==> src/rtl/hazard_scoreboard.sv <==
// In-order pipeline hazard unit: tracks in-flight register writes in DEPTH slots (E..WB).
// Optional operand forwarding is enabled by defining HAZARD_FWD_EN.
module hazard_scoreboard #(
    parameter int unsigned REG_COUNT = 32,
    parameter int unsigned ADDR_W    = 5,
    parameter int unsigned DEPTH     = 3,
    parameter int unsigned RD_PORTS  = 2,
    parameter int unsigned SEL_W     = $clog2(DEPTH)
) (
    input  logic                         clk,
    input  logic                         reset,
    input  logic [RD_PORTS-1:0]          rd_en,
    input  logic [RD_PORTS*ADDR_W-1:0]   rd_addr,
    input  logic                         wr_en,
    input  logic [ADDR_W-1:0]            wr_addr,
    input  logic                         wr_load,
    input  logic                         jumping,
    input  logic                         pipe_hold,
    output logic                         stall_F,
    output logic                         stall_D,
    output logic                         flush_D,
    output logic                         flush_E,
    output logic [RD_PORTS*SEL_W-1:0]    fwd_sel,
    output logic [15:0]                  stall_cnt
);

    if ((64'd1 << ADDR_W) < 64'(REG_COUNT)) begin : g_bad_addr_w
        $error("ADDR_W too narrow for REG_COUNT");
    end
    if (DEPTH < 2) begin : g_bad_depth
        $error("DEPTH must be at least 2");
    end

    // Index s holds pipeline slot s+1 (index 0 = E, index DEPTH-1 = WB).
    logic [DEPTH-1:0]  valid_q, valid_d;
    logic [ADDR_W-1:0] addr_q [DEPTH];
    logic [ADDR_W-1:0] addr_d [DEPTH];
    logic [DEPTH-1:0]  load_q, load_d;
    logic [15:0]       cnt_q, cnt_d;
    logic              hazard;
    logic [RD_PORTS*SEL_W-1:0] fwd_raw;

    // The WB slot never matches (write-before-read) and load is only consulted in slot 1.
    logic unused_slot_state;
    assign unused_slot_state = valid_q[DEPTH-1] ^ (^addr_q[DEPTH-1]) ^ (^load_q);

    always_comb begin
        logic [ADDR_W-1:0] src;
        hazard  = 1'b0;
        fwd_raw = '0;
        for (int p = 0; p < RD_PORTS; p++) begin
            src = rd_addr[p*ADDR_W +: ADDR_W];
            // Walk oldest to youngest so the youngest match is the one left in fwd_raw.
            for (int s = int'(DEPTH) - 2; s >= 0; s--) begin
                if (valid_q[s] && (addr_q[s] == src) && rd_en[p] && (src != '0)) begin
`ifdef HAZARD_FWD_EN
                    if (s == 0 && load_q[0]) hazard = 1'b1;
                    fwd_raw[p*SEL_W +: SEL_W] = SEL_W'(s + 1);
`else
                    hazard = 1'b1;
`endif
                end
            end
        end
    end

    always_comb begin
        stall_F = 1'b0;
        stall_D = 1'b0;
        flush_D = 1'b0;
        flush_E = 1'b0;
        valid_d = valid_q;
        load_d  = load_q;
        addr_d  = addr_q;
        cnt_d   = cnt_q;
        if (!reset) begin
            if (pipe_hold) begin
                stall_F = 1'b1;
                stall_D = 1'b1;
            end else begin
                for (int s = 1; s < int'(DEPTH); s++) begin
                    valid_d[s] = valid_q[s-1];
                    addr_d[s]  = addr_q[s-1];
                    load_d[s]  = load_q[s-1];
                end
                valid_d[0] = 1'b0;
                addr_d[0]  = wr_addr;
                load_d[0]  = wr_load;
                if (jumping) begin
                    flush_D = 1'b1;
                    flush_E = 1'b1;
                end else if (hazard) begin
                    stall_F = 1'b1;
                    stall_D = 1'b1;
                    flush_E = 1'b1;
                    if (cnt_q != 16'hFFFF) cnt_d = cnt_q + 16'd1;
                end else begin
                    valid_d[0] = wr_en && (wr_addr != '0);
                end
            end
        end
    end

`ifdef HAZARD_FWD_EN
    assign fwd_sel = (reset || pipe_hold || jumping || hazard) ? '0 : fwd_raw;
`else
    logic unused_fwd;
    assign unused_fwd = ^fwd_raw;
    assign fwd_sel    = '0;
`endif

    assign stall_cnt = cnt_q;

    always_ff @(posedge clk or posedge reset) begin
        if (reset) begin
            valid_q <= '0;
            load_q  <= '0;
            cnt_q   <= '0;
            for (int s = 0; s < int'(DEPTH); s++) addr_q[s] <= '0;
        end else begin
            valid_q <= valid_d;
            load_q  <= load_d;
            cnt_q   <= cnt_d;
            addr_q  <= addr_d;
        end
    end

endmodule

==> config.mk <==
export PLATFORM = sky130hd
export DESIGN_NAME = hazard_scoreboard
export DESIGN_NICKNAME = d
export VERILOG_FILES = /design/src/rtl/hazard_scoreboard.sv
export SDC_FILE = /design/constraint.sdc
export NUM_CORES = 1
export LEC_CHECK = 0
export BUFFER_PORTS_ARGS = -buffer_cell sky130_fd_sc_hd__buf_2
export CAP_MARGIN = 5
export CORE_MARGIN = 2
export CORE_UTILIZATION = 51
export CTS_CLUSTER_DIAMETER = 200
export DETAILED_ROUTE_END_ITERATION = 10
export GPL_TIMING_DRIVEN = 0
export HOLD_SLACK_MARGIN = 0.08
export PLACE_DENSITY = 0.82
export SLEW_MARGIN = 20
export SYNTH_ARGS = -nofsm -noshare
export SYNTH_HDL_FRONTEND = slang
export SYNTH_SLANG_ARGS = --single-unit
==> constraint.sdc <==
create_clock -name clk -period 2.5 [get_ports clk]
set_input_delay 0 -clock clk [delete_from_list [all_inputs] [get_ports clk]]
set_output_delay 0 -clock clk [all_outputs]
set_load 0.05 [all_outputs]
==> summary.md <==
| Metric | Value |
|---|---|
| Post CTS Setup Buffer Count | `0` |
| Pwr Total | `roughly 960 uW` |
| Worst R2R End | `stall_cnt[1]$_DFFE_PP0P_` |
| CP Max Fanout | `10` |
| Routability Congestion | `0.9215` |
| Vias per inst | `5.329` |
| CP endpoint kind | `register` |
| Synth Flop Type | `dfrtp_1` |
| Pre-CTS setup slack | `between 0.2 and 0.25 ns` |
| Post-Syn Area | `1598 um2` |
| Critical Path RT | `around 2.8 ns` |
| Fin Setup TNS | `0 ns` |
| All-layer global routing usage | `0.2111` |
| Max frequency | `approximately 0.43 GHz` |
| Hold WC Path Type | `in2reg` |
| Core footprint | `3028 um2` |
| CP peak stage delay | `0.59 ns` |
| Slew at the pin closest to its max-slew limit | `0.5749 ns` |
| Worst EP arrival | `2.60 ns` |
| IO Pins | `47` |
| Drt drc | `0` |
| Crit path top cell by count | `dlygate4sd3_1` |
| Clock slew at reported path FFs | `roughly 0.14 ns` |
| CTS buffer count | `3` |
| Nets | `between 200 and 250` |
| FP Rows | `20` |
| Post-synthesis cell count | `roughly 150` |
| Sink Count | `28` |
| Cell Chain, Critical Path | `dlygate4sd3_1 > buf_2 > nor2_1 > clkbuf_1 > o211ai_1 > o31ai_1 > dlygate4sd3_1` |
| TritonCTS clock tree | `done` |
| Worst setup SP type | `input pin` |
| First-pass iteration count of the detailed router | `4` |
| Congestion Overflow GR | `0` |
| Die area | `about 3600 um2` |
| Clock tree buffer depth | `2` |
| Power Density | `488.8 nW/um2` |
| Mapped Avg Cell Area | `10.87 um2` |
| Max Slew Vio Count | `0` |
| Critical Path Sink | `valid_q[0]$_DFFE_PP0P_` |
| Status | `finished clean` |
| Clk_skew | `0.005317 ns` |
| Max_slew headroom | `0.6162` |
| Largest net degree at the start of global routing | `29` |
| Layout area overhead | `23.41%` |
| Crit path time final | `approximately 2.3 ns` |
| Die Span Y | `roughly 60 um` |
| Vias in the first global route | `between 1k and 1.5k` |
| Final Cycle Share | `0.9301` |
| CP Class | `in2reg` |
| Final setup vio count | `0` |
| Slowest stage cell, crit path | `dlygate4sd3_1` |
| Worst vdd ir | `0.2830 mV` |
| Async SR Flop Fraction | `1.000` |
| Initial DRC count | `72` |
| Seq/Total Area, Yosys | `0.4385` |
| RSZ-0062 raised after global routing | `no` |
| Mean routed wirelength per cell | `about 14 um` |
| R2r setup slk | `about 0.2 ns` |
| Final Hold Fails | `0` |
| Worst Setup SP | `reset` |
| Lkg Pwr | `~0.95 nW` |
| Register bit count reported by yosys | `28` |
| I/O Buffers | `between 40 and 50` |
| R2R cell count | `7` |
| First-pass GRT wire length | `roughly 5.7 mm` |
| Worst-Skew Late Latency | `roughly 0.32 ns` |
| Synth cell types | `35` |
| Die width | `around 60 um` |
| EDFF count, synth | `0` |
| DP Wirelength | `between 2 and 3 mm` |
| Max-cap violations | `0` |
| Routed via count | `1311` |
| Syn. warnings | `0` |
| H-tree Lvls | `1` |
| Root buffer cell | `clkbuf_4` |
| Share of layout cells above drive strength 1 | `0.3366` |
| Final wirelength | `around 3.4 mm` |
| Number of routed nets with antenna violations | `0` |
| Storage element area | `between 700 and 800 um2` |
| Starting Density | `0.5277` |
| PostCTS Resize Cnt | `0` |
| Hold Slack | `~0.17 ns` |
| Fin worst setup slack | `~0.17 ns` |
| Antenna violations before repair | `0` |
| Multi-input gate area | `about 840 um2` |
| Filler Cell Count | `between 200 and 300` |
| Hold Path Origin | `pipe_hold` |
| R2r startpoint | `stall_cnt[0]$_DFFE_PP0P_` |
| Diode count | `0` |
## placed cells by master (no fill, tap or decap), types with 4 or more instances in the layout
cell and instances:
buf_2 41, buf_4 5, conb_1 4, dfrtp_1 28
dlygate4sd3_1 8, mux2_2 11, nand2_1 7, nand3_1 9
nand4_1 5, nor2_1 8, nor3_1 4, xnor2_1 24
xor2_1 11
## synth_stat cells (2+ instances only)
| cell type | instances | area, um2 |
|---|---|---|
| and3_1 | 3 | 18.77 |
| buf_4 | 5 | 37.54 |
| dfrtp_1 | 28 | 700.7 |
| inv_1 | 3 | 11.26 |
| mux2_2 | 11 | 123.9 |
| nand2_1 | 7 | 26.28 |
| nand3_1 | 9 | 45.04 |
| nand4_1 | 5 | 31.28 |
| nor2_1 | 8 | 30.03 |
| nor3_1 | 4 | 20.02 |
| o21a_1 | 3 | 22.52 |
| o21ai_0 | 2 | 10.01 |
| o22ai_1 | 2 | 12.51 |
| or4_1 | 3 | 22.52 |
| xnor2_1 | 24 | 210.2 |
| xor2_1 | 11 | 96.34 |
## worst max-delay path, delay by kind of cell
kind                   cells  cell delay (ns)
buffers and inverters      4             1.74
AO/OA/AOI/OAI              2             0.51
AND/OR/NAND/NOR            1             0.34
## metal layers
metal	vias up	share of wire	track usage
li1	623	-	-
met1	632	0.43	0.2675
met2	50	0.50	0.3618
met3	6	0.046	0.02381
met4	0	0.014	0.09206
met5	-	0	0
## per-stage QoR
step | area (um2) | util | instances
global placement | 1869 | 0.6174 | 235
CTS | 1972 | 0.6512 | 246
global route | 1972 | 0.6512 | 246
finish | 1972 | 0.6512 | 246
floorplan | 1609 | - | 150
detailed placement | 1869 | 0.6174 | 235
## sequential cells by signal, indices dropped and copies added, names as in the netlist
register	flops
stall_cnt	16
addr_q	10
valid_q	2
## cell type report
type,count,area share
Tap cell,44,0.02792
Multi-Input combinational cell,112,0.4283
Inverter,3,0.005711
Sequential cell,28,0.3553
Buffer,7,0.02665
Clock buffer,3,0.01142
Timing Repair Buffer,49,0.1447
## worst min-delay path by stage
stage | to | cells past startpoint | slack (ns)
floorplan | addr_q[10]$_DFFE_PP0P_ | 1 | 0.07
global placement | valid_q[0]$_DFFE_PP0P_ | 2 | 0.21
detailed placement | valid_q[0]$_DFFE_PP0P_ | 2 | 0.22
CTS | addr_q[12]$_DFFE_PP0P_ | 3 | 0.16
global route | addr_q[12]$_DFFE_PP0P_ | 3 | 0.17
finish | addr_q[12]$_DFFE_PP0P_ | 3 | 0.17
## cell families (layout without fill, tap and decap cells)
kind of cell	count (synthesis)	count (layout)	synth area share
flops	28	28	0.4385
xor+xnor	35	35	0.1919
simple gates	46	46	0.1692
fa+ha+maj	1	1	0.007830
compound gates	14	14	0.06578
other cells	1	4	0.002347
mux	12	12	0.08457
buf+inv	10	62	0.03994
## power by group
group / internal, mW / switching (mW)
clock: 0.0565 / 0.125
sequential: 0.493 / 0.0500
combinational: 0.122 / 0.118
## what timing repair did
action                                  CTS  global route
hold buffers                              8             0
endpoints found under the hold margin    34             0
endpoints found under the setup margin    0             0
(Power assumes the default switching activity.)
